===== src/rtl/ps2_pkg.sv =====
// Shared PS/2 definitions: transmitter state encoding, common host commands,
// and the odd-parity helper used by both the transmit and receive paths.
package ps2_pkg;

  typedef enum logic [2:0] {
    IDLE  = 3'd0,
    RTS   = 3'd1,
    START = 3'd2,
    DATA  = 3'd3,
    STOP  = 3'd4,
    ACK   = 3'd5
  } tx_state_t;

  localparam logic [7:0] CMD_SET_LEDS = 8'hED;
  localparam logic [7:0] CMD_RESET    = 8'hFF;
  localparam logic [7:0] CMD_ENABLE   = 8'hF4;

  // Odd parity: the parity bit makes the total count of ones in the
  // nine bits {par, data} odd.
  function automatic logic odd_parity(input logic [7:0] data);
    return ~^data;
  endfunction

endpackage


===== src/rtl/ps2_line_filter.sv =====
// Two-flop synchronizer followed by a debounce filter. A new level is only
// accepted after FILTER_LEN consecutive equal synchronized samples; a
// one-cycle fall pulse marks an accepted 1->0 transition.
module ps2_line_filter #(
  parameter int FILTER_LEN = 8
) (
  input  logic clk,
  input  logic reset,
  input  logic line_in,
  output logic fall
);

  localparam int CW = $clog2(FILTER_LEN + 1);

  logic          meta;
  logic          sync;
  logic          level;
  logic [CW-1:0] cnt;

  // Synchronize, then count consecutive samples that disagree with the
  // accepted level; flip the level once the run is long enough.
  always_ff @(posedge clk) begin
    if (reset) begin
      meta  <= 1'b1;
      sync  <= 1'b1;
      level <= 1'b1;
      cnt   <= '0;
      fall  <= 1'b0;
    end else begin
      meta <= line_in;
      sync <= meta;
      fall <= 1'b0;
      if (sync == level) begin
        cnt <= '0;
      end else if (cnt == CW'(FILTER_LEN - 1)) begin
        level <= sync;
        cnt   <= '0;
        fall  <= level;
      end else begin
        cnt <= cnt + 1'b1;
      end
    end
  end

endmodule


===== src/rtl/ps2_host_tx.sv =====
// Host-to-device PS/2 transmitter. Holds the clock low for request-to-send,
// then presents start, eight data bits (LSB first), odd parity and stop on
// the device's falling clock edges, and finally checks the device ack bit.
// All outputs are registered open-drain enables or status pulses.
module ps2_host_tx #(
  parameter int RTS_CYCLES     = 12000,
  parameter int TIMEOUT_CYCLES = 2000000,
  parameter int FILTER_LEN     = 8
) (
  input  logic       clk,
  input  logic       reset,
  input  logic       wr_ps2,
  input  logic [7:0] din,
  input  logic       ps2c_in,
  input  logic       ps2d_in,
  output logic       ps2c_oe,
  output logic       ps2d_oe,
  output logic       tx_idle,
  output logic       tx_done_tick,
  output logic       tx_err
);

  import ps2_pkg::*;

  localparam int RTS_W = $clog2(RTS_CYCLES + 1);
  localparam int WD_W  = $clog2(TIMEOUT_CYCLES + 1);

  tx_state_t        state;
  logic [8:0]       sr;
  logic [3:0]       bit_cnt;
  logic [RTS_W-1:0] rts_cnt;
  logic [WD_W-1:0]  wd_cnt;
  logic             c_fall;
  logic             d_meta;
  logic             d_sync;

  ps2_line_filter #(
    .FILTER_LEN (FILTER_LEN)
  ) u_clk_filter (
    .clk     (clk),
    .reset   (reset),
    .line_in (ps2c_in),
    .fall    (c_fall)
  );

  // ps2d only needs synchronizing: it is sampled once, well after it settles.
  always_ff @(posedge clk) begin
    if (reset) begin
      d_meta <= 1'b1;
      d_sync <= 1'b1;
    end else begin
      d_meta <= ps2d_in;
      d_sync <= d_meta;
    end
  end

  // Transmit FSM with registered line enables and status pulses; the
  // watchdog covers every state in which the device is expected to clock.
  always_ff @(posedge clk) begin
    if (reset) begin
      state        <= IDLE;
      ps2c_oe      <= 1'b0;
      ps2d_oe      <= 1'b0;
      tx_idle      <= 1'b1;
      tx_done_tick <= 1'b0;
      tx_err       <= 1'b0;
    end else begin
      tx_done_tick <= 1'b0;
      tx_err       <= 1'b0;
      unique case (state)
        IDLE: begin
          if (wr_ps2) begin
            sr      <= {odd_parity(din), din};
            rts_cnt <= RTS_W'(RTS_CYCLES - 1);
            state   <= RTS;
            ps2c_oe <= 1'b1;
            tx_idle <= 1'b0;
          end
        end
        RTS: begin
          if (rts_cnt == '0) begin
            state   <= START;
            ps2c_oe <= 1'b0;
            ps2d_oe <= 1'b1;
            wd_cnt  <= WD_W'(TIMEOUT_CYCLES - 1);
          end else begin
            rts_cnt <= rts_cnt - 1'b1;
          end
        end
        START, DATA, STOP: begin
          if (wd_cnt == '0) begin
            state   <= IDLE;
            ps2c_oe <= 1'b0;
            ps2d_oe <= 1'b0;
            tx_idle <= 1'b1;
            tx_err  <= 1'b1;
          end else begin
            wd_cnt <= wd_cnt - 1'b1;
            if (c_fall) begin
              case (state)
                START: begin
                  state   <= DATA;
                  bit_cnt <= 4'd8;
                  ps2d_oe <= ~sr[0];
                end
                DATA: begin
                  sr <= {1'b0, sr[8:1]};
                  if (bit_cnt == 4'd0) begin
                    state   <= STOP;
                    ps2d_oe <= 1'b0;
                  end else begin
                    bit_cnt <= bit_cnt - 1'b1;
                    ps2d_oe <= ~sr[1];
                  end
                end
                STOP: state <= ACK;
                default: state <= IDLE;
              endcase
            end
          end
        end
        ACK: begin
          state   <= IDLE;
          tx_idle <= 1'b1;
          if (d_sync) tx_err       <= 1'b1;
          else        tx_done_tick <= 1'b1;
        end
        default: begin
          state   <= IDLE;
          ps2c_oe <= 1'b0;
          ps2d_oe <= 1'b0;
          tx_idle <= 1'b1;
        end
      endcase
    end
  end

endmodule

===== config.mk =====
export PLATFORM = sky130hd
export DESIGN_NAME = ps2_host_tx
export DESIGN_NICKNAME = d
export VERILOG_FILES = /design/src/rtl/ps2_pkg.sv /design/src/rtl/ps2_line_filter.sv /design/src/rtl/ps2_host_tx.sv
export SDC_FILE = /design/constraint.sdc
export NUM_CORES = 1
export LEC_CHECK = 0
export ABC_AREA = 1
export CAP_MARGIN = 20
export CORE_UTILIZATION = 55
export CTS_CLUSTER_SIZE = 28
export DETAILED_ROUTE_END_ITERATION = 10
export PLACE_DENSITY = 0.77
export SYNTH_ARGS = -nofsm -noshare
export SYNTH_HDL_FRONTEND = slang
export SYNTH_SLANG_ARGS = --single-unit

===== constraint.sdc =====
create_clock -name clk -period 5.3 [get_ports clk]
set_clock_uncertainty 0.15 [all_clocks]
set_input_delay 1.06 -clock clk [delete_from_list [all_inputs] [get_ports clk]]
set_output_delay 1.06 -clock clk [all_outputs]
set_load 0.02 [all_outputs]

## Word level (Yosys, flattened, before mapping)

Index checks and enable logic that the tools add are counted.

| word-level totals | value |
|---|---|
| register bits | 66 |
| logic and storage cells | 108 |
| input bits | 13 |

| cells by class | value |
|---|---|
| reduce and logical (&&, ||, !) cells | 23 |
| add/sub/neg operators | 4 |
| muxes and demuxes | 37 |
| bitwise operators | 9 |
| equality and inequality tests | 18 |

Operators by type and width:

| cell | number |
|---|---|
| $mux 21 | 2 |
| $pmux 21 s2 | 1 |
| $mux 9 | 4 |
| $mux 14 | 2 |
| $pmux 14 s2 | 1 |
| $logic_not 21->1 | 1 |
| $sub 21x1->21 const B | 1 |
| $reduce_and 4->1 | 5 |
| $pmux 3 s3 | 2 |
| $pmux 9 s2 | 1 |
| $mux 3 | 5 |
| $logic_not 14->1 | 1 |
| $ne 2x2->1 const B | 7 |
| $sub 14x1->14 const B | 1 |
| $mux 1 | 12 |
| $reduce_and 6->1 | 2 |
| $not 1->1 | 9 |
| $reduce_or 3->1 | 3 |
| $ne 4x4->1 const B | 2 |
| $pmux 4 s2 | 1 |
| $reduce_bool 2->1 | 4 |
| $reduce_xnor 8->1 | 1 |
| $eq 3x2->1 const B | 2 |
| $eq 3x3->1 const B | 2 |
| other kinds (16) | 19 |

## Logic depth before layout (Yosys ltp)

Gate-level depths: netlist (run 1).

| logic depth | value |
|---|---|
| depth in word-level cells | 6 |
| gate-level depth with buffers | 10 |
| depth with buffers taken out | 10 |

## By module

Synthesis (run 1) repeated with hierarchy kept, for this count alone.

| second synthesis, totals | value |
|---|---|
| cell total of the unflattened synthesis | 415 |
| area total of the unflattened synthesis | 3484.6 um^2 |

By module, submodules not included:

| module | seq. area each (um^2) | area an instance (um^2) | instances | cells an instance |
|---|---|---|---|---|
| ps2_host_tx | 1641.6 | 3198.1 | 1 | 384 |
| ps2_line_filter | 160.2 | 286.5 | 1 | 31 |

## Worst setup path after synthesis (run 1)

No wires, ideal clock.

| path | value |
|---|---|
| kind | input -> register |
| start point | input port wr_ps2 |
| end point | register wd_cnt[0] (enable) |
| setup time | 0.425 ns |
| data required time | 4.725 ns |
| arrival | 2.875 ns |
| cell stages on the path | 5 |
| path slack | 1.849 ns |
| cells stage by stage | nor2_2 > inv_1 > nand3_2 > nor2_2 > nor3_1 |

RTL lines:

| what | line | text |
|---|---|---|
| from (decl) | ps2_host_tx.sv:12 | `input logic wr_ps2,` |
| to (signal assigned) | ps2_host_tx.sv:85 | `wd_cnt <= WD_W'(TIMEOUT_CYCLES - 1);` |
| to (signal assigned) | ps2_host_tx.sv:98 | `wd_cnt <= wd_cnt - 1'b1;` |
| to (decl) | ps2_host_tx.sv:32 | `logic [WD_W-1:0] wd_cnt;` |

## Worst setup path after layout (run 1)

| path | value |
|---|---|
| start point | input port reset |
| end point | register sr[1] (enable) |

| between the ends | value |
|---|---|
| longest elaborated chain between the ends | 2 |

Ends and longest elaborated chain:

| what | line | text |
|---|---|---|
| from (decl) | ps2_host_tx.sv:11 | `input logic reset,` |
| $not 1->1 (no line) | n/a |  |
| $reduce_and 6->1 (no line) | n/a |  |
| to (signal assigned) | ps2_host_tx.sv:73 | `sr <= {odd_parity(din), din};` |
| to (signal assigned) | ps2_host_tx.sv:107 | `sr <= {1'b0, sr[8:1]};` |
| to (decl) | ps2_host_tx.sv:29 | `logic [8:0] sr;` |

No other way between the ends.
A chain may end at the register's enable or synchronous reset.

==> run metrics, run 1 <==
Slew HR=57.3%; cts bufs inserted=9; vias in the first global route=2,541; GR Overflow Total=0; WL final=6.61 mm; setup ws final=2650 ps; Cells after Synth=406; worst hold path type=register to register; Die W=82.9 µm; fraction of layout cells with a size suffix above 1=16.5%; worst r2r src=state[0]; final hold viol count=0; Multi-input gate area=1600 µm²; fill count=554; Clock Root Buffer=clkbuf_8; H-tree Lvls=3; status=finished, final reports clean; Max-cap violations=0; Reg-to-Reg End=sr[1]; maximum vdd drop=0.000246 V; hold_buf cts=0; Leak=1.51 nW; fin cells=513; crit path time final=2650 ps; first-pass GRT wire length=11.4 mm; CTS tree=yes; DRC Markers=0; Critical Path End Type=register; syn_nets=424; IO Port Bufs=17; n_diodes=0; P&R area growth vs syn=12.3%; Die ar.=6870 µm²; pin count of the biggest net entering global routing=23; worst path required time=5200 ps; worst setup path endpoint=sr[1]; final setup fails=0; I/O pin cnt=18; dpl cells=496; most frequent cells in the layout=nand2_1 (84), edfxtp_1 (48), nor2_1 (43); Post-CTS Setup Inserts=0; RSZ-0062 raised after global routing=false; num rows=29; Tot GR Track Use=20.8%; routed len/inst=12.9 µm; Crit. Startpoint=reset; CP Max Fanout=10; CTS Buffer Depth=2; router iterations before antenna repair=5; Die H=82.9 µm; pwr dens=426 nW/µm²; Tightest Pin Transition=640 ps; FMAX=377 MHz; commonest non-fill, non-tap cell in the layout=nand2_1; dpl hpwl=4.76 mm; Fin Hold WS=262 ps; via count=2,747; register area=1800 µm²; number of synthesized register bits=66; Mean Syn Cell Area=8.86 µm²; Post-DRT Antenna Nets=0; sequential element share of the synthesized area=50.1%; YS warnings=0; initial antenna violation count=0; Yosys cell types=38; Post-Syn Area=3600 µm²; Worst R2R Path Depth=8; final core utilization=64.0%; R2R Setup Slk=2750 ps; Skew-Pair Late Insertion Delay=350 ps; number of vias per cell=5.35; CP Data Arrival Time=2550 ps; Layout Nets=449; WS Path Type=primary input to register; initial core utilization=57.0%; First DRT Iteration DRCs=169; worst slack, placed=1800 ps; CTS Sinks=66; period utilisation layout=50.0%; Slew Viols, Final=0; clock slew at reported path FFs=70 ps; CP Launch Type=primary input; gpl congestion=0.862; Core Box Area=6310 µm²; cts repair resizes=0; TNS Setup=0 ps
==> critical path, stage by stage <==
cell and delay [ps]:
clkdlybuf4s50_1 590, clkinv_1 240, nand2_1 110, nor3_1 280, clkbuf_4 270
==> routing by layer <==
layer,share of wire (%),global-route usage (%),vias to the layer above
met1,48,29.0,1260
met2,46,31.2,63
li1,-,-,1415
met5,0,0,-
met4,1.7,7.21,0
met3,4.6,5.86,9
==> power breakdown <==
part | switching, mW | total (mW) | internal, mW
Combinational | 0.360 | 0.535 | 0.174
Clock | 0.200 | 0.397 | 0.197
Sequential | 0.0803 | 0.789 | 0.708
==> worst min-delay path by stage <==
stage / depth (start not counted) / startpoint / slack (ps) / endpoint
after CTS: 1 / u_clk_filter.meta / 260 / u_clk_filter.sync
after global routing: 1 / u_clk_filter.meta / 270 / u_clk_filter.sync
after detailed placement: 1 / u_clk_filter.meta / 250 / u_clk_filter.sync
after floorplan: 1 / d_meta / 240 / d_sync
after global placement: 1 / d_meta / 240 / d_sync
final: 1 / d_meta / 260 / d_sync
==> synth_stat cells <==
cell | instances | area (µm²)
a21o_1 | 1 | 7.51
a21oi_1 | 25 | 125
a21oi_4 | 1 | 16.3
a31oi_1 | 2 | 12.5
and3_1 | 1 | 6.26
buf_2 | 4 | 20.0
buf_4 | 1 | 7.51
buf_6 | 1 | 11.3
clkinv_1 | 1 | 3.75
dfxtp_1 | 18 | 360
edfxtp_1 | 48 | 1440
ha_1 | 5 | 62.6
inv_1 | 39 | 146
inv_2 | 4 | 15.0
nand2_1 | 84 | 315
nand2_2 | 8 | 50.1
nand2_4 | 3 | 33.8
nand3_1 | 20 | 100
nand3_2 | 4 | 40.0
nand3_4 | 2 | 35.0
nand3b_1 | 2 | 15.0
nand4_1 | 6 | 37.5
nor2_1 | 43 | 161
nor2_2 | 13 | 81.3
nor2_4 | 8 | 90.1
nor2_8 | 1 | 20.0
nor3_1 | 8 | 40.0
nor3_4 | 1 | 16.3
nor3b_1 | 2 | 15.0
nor4_1 | 1 | 6.26
o211ai_1 | 1 | 7.51
o21a_1 | 1 | 7.51
o21ai_0 | 26 | 130
o21ai_1 | 2 | 10.0
o31ai_1 | 1 | 7.51
or2_2 | 7 | 43.8
xnor2_1 | 6 | 52.6
xor2_1 | 5 | 43.8
==> area by class of cell <==
type                    count  share of cell area (%)
flip-flops and latches     66                    44.6
clock inverters             6                   0.930
multi-input cells         290                    39.5
repair buffers             20                    4.77
inverters                  44                    4.09
well taps                  77                    2.39
clock buffers              10                    3.69
==> state kept, by name, summed over array words and instances, names as in the netlist <==
register	cells
u_clk_filter.fall	1
d_meta	1
rts_cnt	14
ps2c_oe	1
u_clk_filter.cnt	4
sr	9
bit_cnt	4
state	3
tx_err	1
ps2d_oe	1
u_clk_filter.sync	1
u_clk_filter.meta	1
wd_cnt	21
d_sync	1
u_clk_filter.level	1
tx_done_tick	1
tx_idle	1
==> kinds of logic after synthesis <==
kind of cell / Yosys count / synth area share, %
buffers and inverters: 50 / 5.67
adders and majority gates: 5 / 1.74
DFF: 66 / 50.1
xor gates and xnor gates: 11 / 2.68
and+or+nand+nor: 214 / 30.8
AOI/OAI and AO/OA: 60 / 9.01
==> through the flow <==
stage                     total power [mW]  instance area (µm²)
after floorplan                       1.19                 3600
after global placement                1.31                 3840
final                                 1.72                 4040
after detailed placement              1.33                 3840
after CTS                             1.72                 4030
after global routing                  1.83                 4040
No activity file was read; power rests on OpenSTA's default activity.
==> inputs of run 2 (changes only) <==
--- a/config.mk
+++ b/config.mk
@@ -7,10 +7,10 @@
 export LEC_CHECK = 0
 export ABC_AREA = 1
 export CAP_MARGIN = 20
-export CORE_UTILIZATION = 55
+export CORE_UTILIZATION = 54
 export CTS_CLUSTER_SIZE = 28
 export DETAILED_ROUTE_END_ITERATION = 10
-export PLACE_DENSITY = 0.77
+export PLACE_DENSITY = 0.79
 export SYNTH_ARGS = -nofsm -noshare
 export SYNTH_HDL_FRONTEND = slang
 export SYNTH_SLANG_ARGS = --single-unit
==> constraint.sdc (replaced) <==
create_clock -name clk -period 2.3 [get_ports clk]
set_clock_uncertainty 0.15 [all_clocks]
set_input_delay 0.46 -clock clk [delete_from_list [all_inputs] [get_ports clk]]
set_output_delay 0.46 -clock clk [all_outputs]
set_load 0.02 [all_outputs]
==> run 2 against run 1 <==
Net effect:
- register-to-register slack lost 2500 ps
- sequential share of layout area shrank 1.2 points
- cell count grew 0.97%
- global-route usage up 0.42 points
- sequential power up 130%
- critical endpoint is now wd_cnt[8]
- highest routed layer unchanged
==> run metrics, run 2 (synthesis gave the netlist of run 1 again) <==
CTS tree=yes; via count=2,731; crit path time final=2090 ps; cts bufs inserted=9; FMAX=479 MHz; Worst path max stage delay=400 ps; clock slew at reported path FFs=80 ps; Die ar.=6990 µm²; GR Overflow Total=0; Clock Root Buffer=clkbuf_8; P&R area growth vs syn=15.3%; pin count of the biggest net entering global routing=22; largest registers=wd_cnt (21), rts_cnt (14), sr (9); initial antenna violation count=0; Worst Path Buf+Inv=2; Tot GR Track Use=21.2%; first-pass GRT wire length=11.7 mm; worst path required time=2200 ps; Skew-Pair Late Insertion Delay=350 ps; post-route cell area=4150 µm²; worst hold path type=register to register; Slew Viols, Final=0; Layout Nets=454; IO Port Bufs=17; max FFs per register=21; Core Box Area=6390 µm²; number of vias per cell=5.27; Post-DRT Antenna Nets=0; CP Max Fanout=21; dpl hpwl=4.84 mm; DRC Markers=0; gpl congestion=0.817; maximum vdd drop=0.000677 V; critical path's slowest cell=edfxtp_1; WL final=6.71 mm; First DRT Iteration DRCs=129; TNS Setup=0 ps; cell family with the largest share of critical-path delay=simple AND/OR/NAND/NOR gates; final setup fails=0; Max-cap violations=0; CTS Buffer Depth=2; Post-CTS Setup Inserts=0; critical path, cell by cell=inv_1 > ha_1 > nand2_4 > nor2_8 > nand2_4 > nand2_1 > nand2_1 > nor3_4 > buf_12; CTS Sinks=66; fraction of layout cells with a size suffix above 1=17.5%; most frequent cells in the layout=nand2_1 (84), edfxtp_1 (48), nor2_1 (43); period utilisation layout=90.8%; placed inst area=3910 µm²; status=finished, final reports clean; largest register by flop count=wd_cnt; CP Launch Type=register; hold_buf cts=0; Tightest Pin Transition=278 ps; initial core utilization=56.3%; commonest non-fill, non-tap cell in the layout=nand2_1; WS Path Type=register to register; Die W=83.6 µm; Die H=83.6 µm; I/O pin cnt=18; Critical Path End Type=register; pwr dens=1020 nW/µm²; R2R Setup Slk=210 ps; num rows=29; Leak=1.57 nW; RSZ-0062 raised after global routing=false; Slew HR=81.4%; cts repair resizes=0; router iterations before antenna repair=4; routed len/inst=12.9 µm; final hold viol count=0; CP Data Arrival Time=1990 ps; vias in the first global route=2,629; H-tree Lvls=3; n_diodes=0
run 2: cell type report:
type	count	area [µm²]
inverter	44	165
sequential	66	1800
timing repair buffer	25	243
clock buffer	11	174
tap	77	96.3
multi-input combinational	290	1600
fill	516	2240
clock inverter	5	65.1
run 2: through the flow:
step	instances	worst slack, ps	hold WS, ps	util (%)	total power, mW
final	518	211	270	64.9	4.23
after global routing	518	76.7	293	64.9	4.51
after CTS	518	196	272	64.9	4.26
after detailed placement	502	196	251	61.2	3.14
after global placement	502	196	244	61.2	3.09
after floorplan	406	28.4	239	-	2.76
run 2: per-layer routing:
metal | track usage [%] | part of all wire, % | vias up
met5 | 0 | 0 | -
met3 | 3.56 | 3.7 | 11
met4 | 9.71 | 1.9 | 0
met2 | 36.3 | 50 | 54
met1 | 26.3 | 45 | 1243
li1 | - | - | 1423
run 2: where the power goes:
part	total [mW]	switching, mW	internal [mW]
Sequential	1.81	0.182	1.63
Clock	1.12	0.477	0.641
Combinational	1.30	0.839	0.465
Total	4.23	1.50	2.74
run 2: worst paths after layout:
check	from	depth (start not counted)	end
max	rts_cnt[0]	9	wd_cnt[8]
min	u_clk_filter.meta	1	u_clk_filter.sync
max reg2reg	rts_cnt[0]	9	wd_cnt[8]
min reg2reg	u_clk_filter.meta	1	u_clk_filter.sync
